<file path="src/rtl/sram_addr_seq.sv">
`default_nettype none
// ============================================================================
// Module   : sram_addr_seq
// Purpose  : Captures the shifter word as the SRAM address and runs single
//            read/write access cycles with programmable wait states.
// Option   : SRAM_ADDR_SEQ_AUTOINC_EN - address +1 after every access.
// Revision : 1.0 - initial release
// ============================================================================
module sram_addr_seq #(
    parameter int DWIDTH   = 21,
    parameter int WAIT_CYC = 2
) (
    input  logic              clk,
    input  logic              rst_n,
    input  logic              en,
    input  logic [DWIDTH-1:0] addr_in,
    input  logic              rd_req,
    input  logic              wr_req,
    output logic [DWIDTH-1:0] sram_addr,
    output logic              sram_ce_n,
    output logic              sram_oe_n,
    output logic              sram_we_n,
    output logic              data_oe,
    output logic              busy,
    output logic              done
);

    localparam logic [3:0] c_CNT_INIT = 4'(WAIT_CYC - 1);

    typedef enum logic [1:0] {
        S_IDLE   = 2'd0,
        S_SETUP  = 2'd1,
        S_ACTIVE = 2'd2,
        S_HOLD   = 2'd3
    } state_t;

    state_t            r_state;
    logic [3:0]        r_cnt;
    logic              r_wr;
    logic              r_en_q;
    logic              r_pend;
    logic [DWIDTH-1:0] r_pend_addr;
    logic              r_def_vld;
    logic              r_def_wr;
    logic [DWIDTH-1:0] r_addr;
    logic              r_ce_n;
    logic              r_oe_n;
    logic              r_we_n;
    logic              r_data_oe;
    logic              r_busy;
    logic              r_done;

    logic w_load_ev;
    logic w_req_any;
    logic w_req_wr;

    assign w_load_ev = ~r_en_q & en;
    // A request deferred by a same-edge load outranks fresh requests.
    assign w_req_any = r_def_vld | rd_req | wr_req;
    assign w_req_wr  = r_def_vld ? r_def_wr : (~rd_req & wr_req);

    always_ff @(posedge clk) begin
        if (!rst_n) begin
            r_state     <= S_IDLE;
            r_cnt       <= 4'd0;
            r_wr        <= 1'b0;
            r_en_q      <= 1'b1;
            r_pend      <= 1'b0;
            r_pend_addr <= '0;
            r_def_vld   <= 1'b0;
            r_def_wr    <= 1'b0;
            r_addr      <= '0;
            r_ce_n      <= 1'b1;
            r_oe_n      <= 1'b1;
            r_we_n      <= 1'b1;
            r_data_oe   <= 1'b0;
            r_busy      <= 1'b0;
            r_done      <= 1'b0;
        end else begin
            r_en_q    <= en;
            // Pins follow the state register one cycle later.
            r_ce_n    <= (r_state == S_IDLE);
            r_oe_n    <= !((r_state == S_ACTIVE) && !r_wr);
            r_we_n    <= !((r_state == S_ACTIVE) && r_wr);
            r_data_oe <= (r_state != S_IDLE) && r_wr;
            r_done    <= (r_state == S_IDLE) && !r_ce_n;

            if ((r_state != S_IDLE) && w_load_ev) begin
                r_pend      <= 1'b1;
                r_pend_addr <= addr_in;
            end

            case (r_state)
                S_IDLE: begin
                    if (w_load_ev) begin
                        r_addr <= addr_in;
                        r_pend <= 1'b0;
                    end else if (r_pend) begin
                        r_addr <= r_pend_addr;
                        r_pend <= 1'b0;
                    end
                    if (w_req_any && (w_load_ev || r_pend)) begin
                        r_def_vld <= 1'b1;
                        r_def_wr  <= w_req_wr;
                    end else if (w_req_any) begin
                        r_def_vld <= 1'b0;
                        r_wr      <= w_req_wr;
                        r_state   <= S_SETUP;
                        r_busy    <= 1'b1;
                    end
                end
                S_SETUP: begin
                    r_cnt   <= c_CNT_INIT;
                    r_state <= S_ACTIVE;
                end
                S_ACTIVE: begin
                    if (r_cnt == 4'd0) begin
                        r_state <= S_HOLD;
                    end else begin
                        r_cnt <= r_cnt - 4'd1;
                    end
                end
                S_HOLD: begin
                    r_state <= S_IDLE;
                    r_busy  <= 1'b0;
`ifdef SRAM_ADDR_SEQ_AUTOINC_EN
                    // A load waiting to be applied wins over the increment.
                    if (!w_load_ev && !r_pend) begin
                        r_addr <= r_addr + 1'b1;
                    end
`endif
                end
                default: r_state <= S_IDLE;
            endcase
        end
    end

    assign sram_addr = r_addr;
    assign sram_ce_n = r_ce_n;
    assign sram_oe_n = r_oe_n;
    assign sram_we_n = r_we_n;
    assign data_oe   = r_data_oe;
    assign busy      = r_busy;
    assign done      = r_done;

endmodule
`default_nettype wire

</file>
<file path="config.mk">
export PLATFORM = sky130hd
export DESIGN_NAME = sram_addr_seq
export DESIGN_NICKNAME = d
export VERILOG_FILES = /design/src/rtl/sram_addr_seq.sv
export SDC_FILE = /design/constraint.sdc
export NUM_CORES = 1
export LEC_CHECK = 0
export BUFFER_PORTS_ARGS = -buffer_cell sky130_fd_sc_hd__buf_4
export CORE_ASPECT_RATIO = 0.5
export CORE_MARGIN = 1.5
export CORE_UTILIZATION = 40
export DETAILED_ROUTE_END_ITERATION = 8
export SYNTH_ARGS = -nofsm -noshare
export SYNTH_HDL_FRONTEND = slang
export SYNTH_SLANG_ARGS = --single-unit
</file>
<file path="constraint.sdc">
create_clock -name clk -period 4.1 [get_ports clk]
set_input_delay 0.82 -clock clk [delete_from_list [all_inputs] [get_ports clk]]
set_output_delay 0.82 -clock clk [all_outputs]
set_load 0.02 [all_outputs]
</file>
==> impl_metrics.ini <==
[synthesis]
synth_top_area_frac = 0.487
ys_seq_area_frac = 0.487
yosys-top-cells-area = dfxtp_1, mux2i_1, nand2_1, a211oi_1, a21oi_1
synth.mux.area_fraction = 0.0949
synth_compound_area_frac = 0.162
yosys.area.top_type = dfxtp_1
synth_edf_count = 0
syn_avg_cell_area_um2 = 9.12
synth_top_family_by_area = compound AO/OA/AOI/OAI gates
synth_nets = 298
synth_cells = 266
syn_area_um2 = 2430
synth_warnings = 0
synth-xor-area-share = 0.00361
yosys.cell_types.count = 35
async_flop_share = 0
synthFlopType = dfxtp_1
synthSimpleGateAreaFrac = 0.156
synthAdderAreaFrac = 0.0309
synth-seq-cells = 59

[sta]
rsz0062_at_grt = no
holdWs_ns = 0.423
setup_viol = 0
fin_worst_skew_ns = 0.00508
relSlewSlack = 0.392
min_period_ns = 2.43
period_share = 0.593
tns_ns = 0
worst_slack_ns = 1.67
tightest_slew_ns = 0.910
fmax_mhz = 411
drv_slew = 0
hold_viol = 0

[die]
io_pins = 53
die_w_um = 113
die_y_um = 58.1
start_util = 0.429
rows = 19
core_area_um2 = 5660
die_area_um2 = 6570

[job]
cap_violations = 0

[clock_tree]
numCtsBuffers = 9
cts_buffer_depth = 2
cts_tree = done
post_cts_resized = 0
cts_max_level = 3
cts_setup_buffers = 0
clk_latency_ns = 0.33
cts_hold_buf = 0
cts_root_buffer = clkbuf_16
clk_pin_slew_worst_paths_ns = 0.06
clock-sinks = 59

[pwr]
clock_power_share = 0.384
powerDensity_nw_per_um2 = 581
p_int_mw = 1.23
swShare = 0.312
pwr-share-comb = 0.227
p_leak_nw = 1.19
p_sw_uw = 558
finalPower_mw = 1.79
vdd_drop_max_mv = 0.228
seqPwrFrac = 0.389

[critical_path]
criticalPathCategory = primary input to flip-flop
critical_path.endpoint_type = flip-flop
critPathSlowestCell = nor2b_4
worstPathArrival_ns = 2.61
crit_chain = buf_4 -> nor2b_4 -> nand2_1 -> nand2_1 -> a21oi_1
crit_required_ns = 4.28
reg2reg_depth = 4
worstReg2RegStart = r_en_q
cpMostUsedCell = nand2_1
cp_num_buf_inv = 1
crit_family = simple AND/OR/NAND/NOR gates
critPathLaunchType = primary input
crit_path_max_fanout = 27
r2r_setup_slack_ns = 1.95
max_stage_delay_ns = 0.73
timing.rr.end = r_pend_addr[16]

[routing]
routed_wl_mm = 4.98
ant_nets = 0
drc_errors = 0
avgRoutedWirePerCell_um = 12.7
drt-pass1-iter-count = 4
vias = 1985
drt_iter0_drc = 72
routed_via_density = 5.08

[placed_design]
post-dp-hpwl_mm = 3.34
io_buffers = 52
gp_congestion = 0.719
preCtsSetupSlack_ns = 1.29

[finish]
final_cell_mix = dfxtp_1, buf_4, nand2_1, nor2_1, a21oi_1
layout_commonest_cell = dfxtp_1
antenna_cells = 0
syn2layout_area_growth_pct = 27.0
drive_above_1_share = 0.236
finalNetCount = 345

[global_route]
grt_pass1_wl_mm = 8.20
grt-ovfl-total = 0
grt_pass1_vias = 1844
antenna_found_initial = 0
grt_max_degree = 47
grt_usage = 0.161

[worst_hold_path]
hold_path.class = flip-flop to flip-flop
worstHoldPathCells = 1
hold_path_end = sram_we_n
holdCritStartpoint = r_wr

[run_status]
status = complete, no violations
==> cells by family after synthesis <==
logic type | Yosys count
AND/OR/NAND/NOR | 91
AO/OA/AOI/OAI | 58
XOR/XNOR | 1
buffers and inverters | 28
multiplexers | 23
flip-flops | 59
adder cells (fa/ha/maj) | 6
==> registers in the layout (all words and copies together), names as in the netlist <==
name and flops:
r_def_vld 1, done 1, r_pend 1, sram_ce_n 1, r_en_q 1, sram_oe_n 1
busy 1, sram_addr 21, data_oe 1, r_pend_addr 21, r_def_wr 1, r_wr 1
r_state 2, r_cnt 4, sram_we_n 1
==> worst register-to-register path, cell delays in order, from the launching register on <==
cell and delay [ns]:
dfxtp_1 0.32, nor2b_4 0.71, nand2_1 0.67, nand2_1 0.22, a21oi_1 0.08
==> cells in the mapped netlist (all sizes together) (2+ instances only) <==
| cell type | number |
|---|---|
| buf | 12 |
| or3 | 2 |
| nor3 | 3 |
| nand2 | 51 |
| o21ai | 3 |
| clkbuf | 6 |
| a211oi | 21 |
| a21oi | 24 |
| mux2i | 23 |
| inv | 10 |
| dfxtp | 59 |
| nand2b | 2 |
| nand3 | 2 |
| nor2 | 26 |
| o31ai | 2 |
| ha | 6 |
==> worst max path at each step <==
stage / startpoint / endpoint / slack [ns] / depth (start not counted)
final: en / r_pend_addr[16] / 1.67 / 5
after global routing: en / r_pend_addr[20] / 1.46 / 5
after CTS: en / r_pend_addr[1] / 1.63 / 5
after detailed placement: en / r_pend_addr[19] / 1.29 / 5
after global placement: en / r_pend_addr[18] / 1.38 / 5
after floorplan: en / r_def_vld / 2.30 / 7
==> per-stage QoR <==
step / instance area, µm² / instances / util
final: 3080 / 391 / 0.544
after global routing: 3080 / 391 / 0.544
after CTS: 3080 / 391 / 0.544
after detailed placement: 2800 / 375 / 0.495
after global placement: 2800 / 375 / 0.495
after floorplan: 2430 / 266 / -
==> power groups by stage <==
stage               Clock [mW]  Combinational [mW]  Sequential [mW]
finish                   0.686               0.406            0.696
global route             0.724               0.452            0.706
CTS                      0.699               0.411            0.697
detailed placement           0               0.410            0.708
global placement             0               0.401            0.704
floorplan                    0               0.233            0.754
==> cell type report <==
type	instances	area, µm²
fill	539	2580
sequential	59	1180
clock buffer	9	225
timing repair buffer	54	405
clock inverter	7	53.8
tap	73	91.3
multi-input combinational	179	1090
inverter	10	37.5
==> metal layers <==
metal,global-route usage,wire [µm]
met1,0.189,2380
met5,0,0
met2,0.268,2330
met3,0.0617,189
met4,0.0732,80
Note: power is estimated with default switching activity, not from simulation.
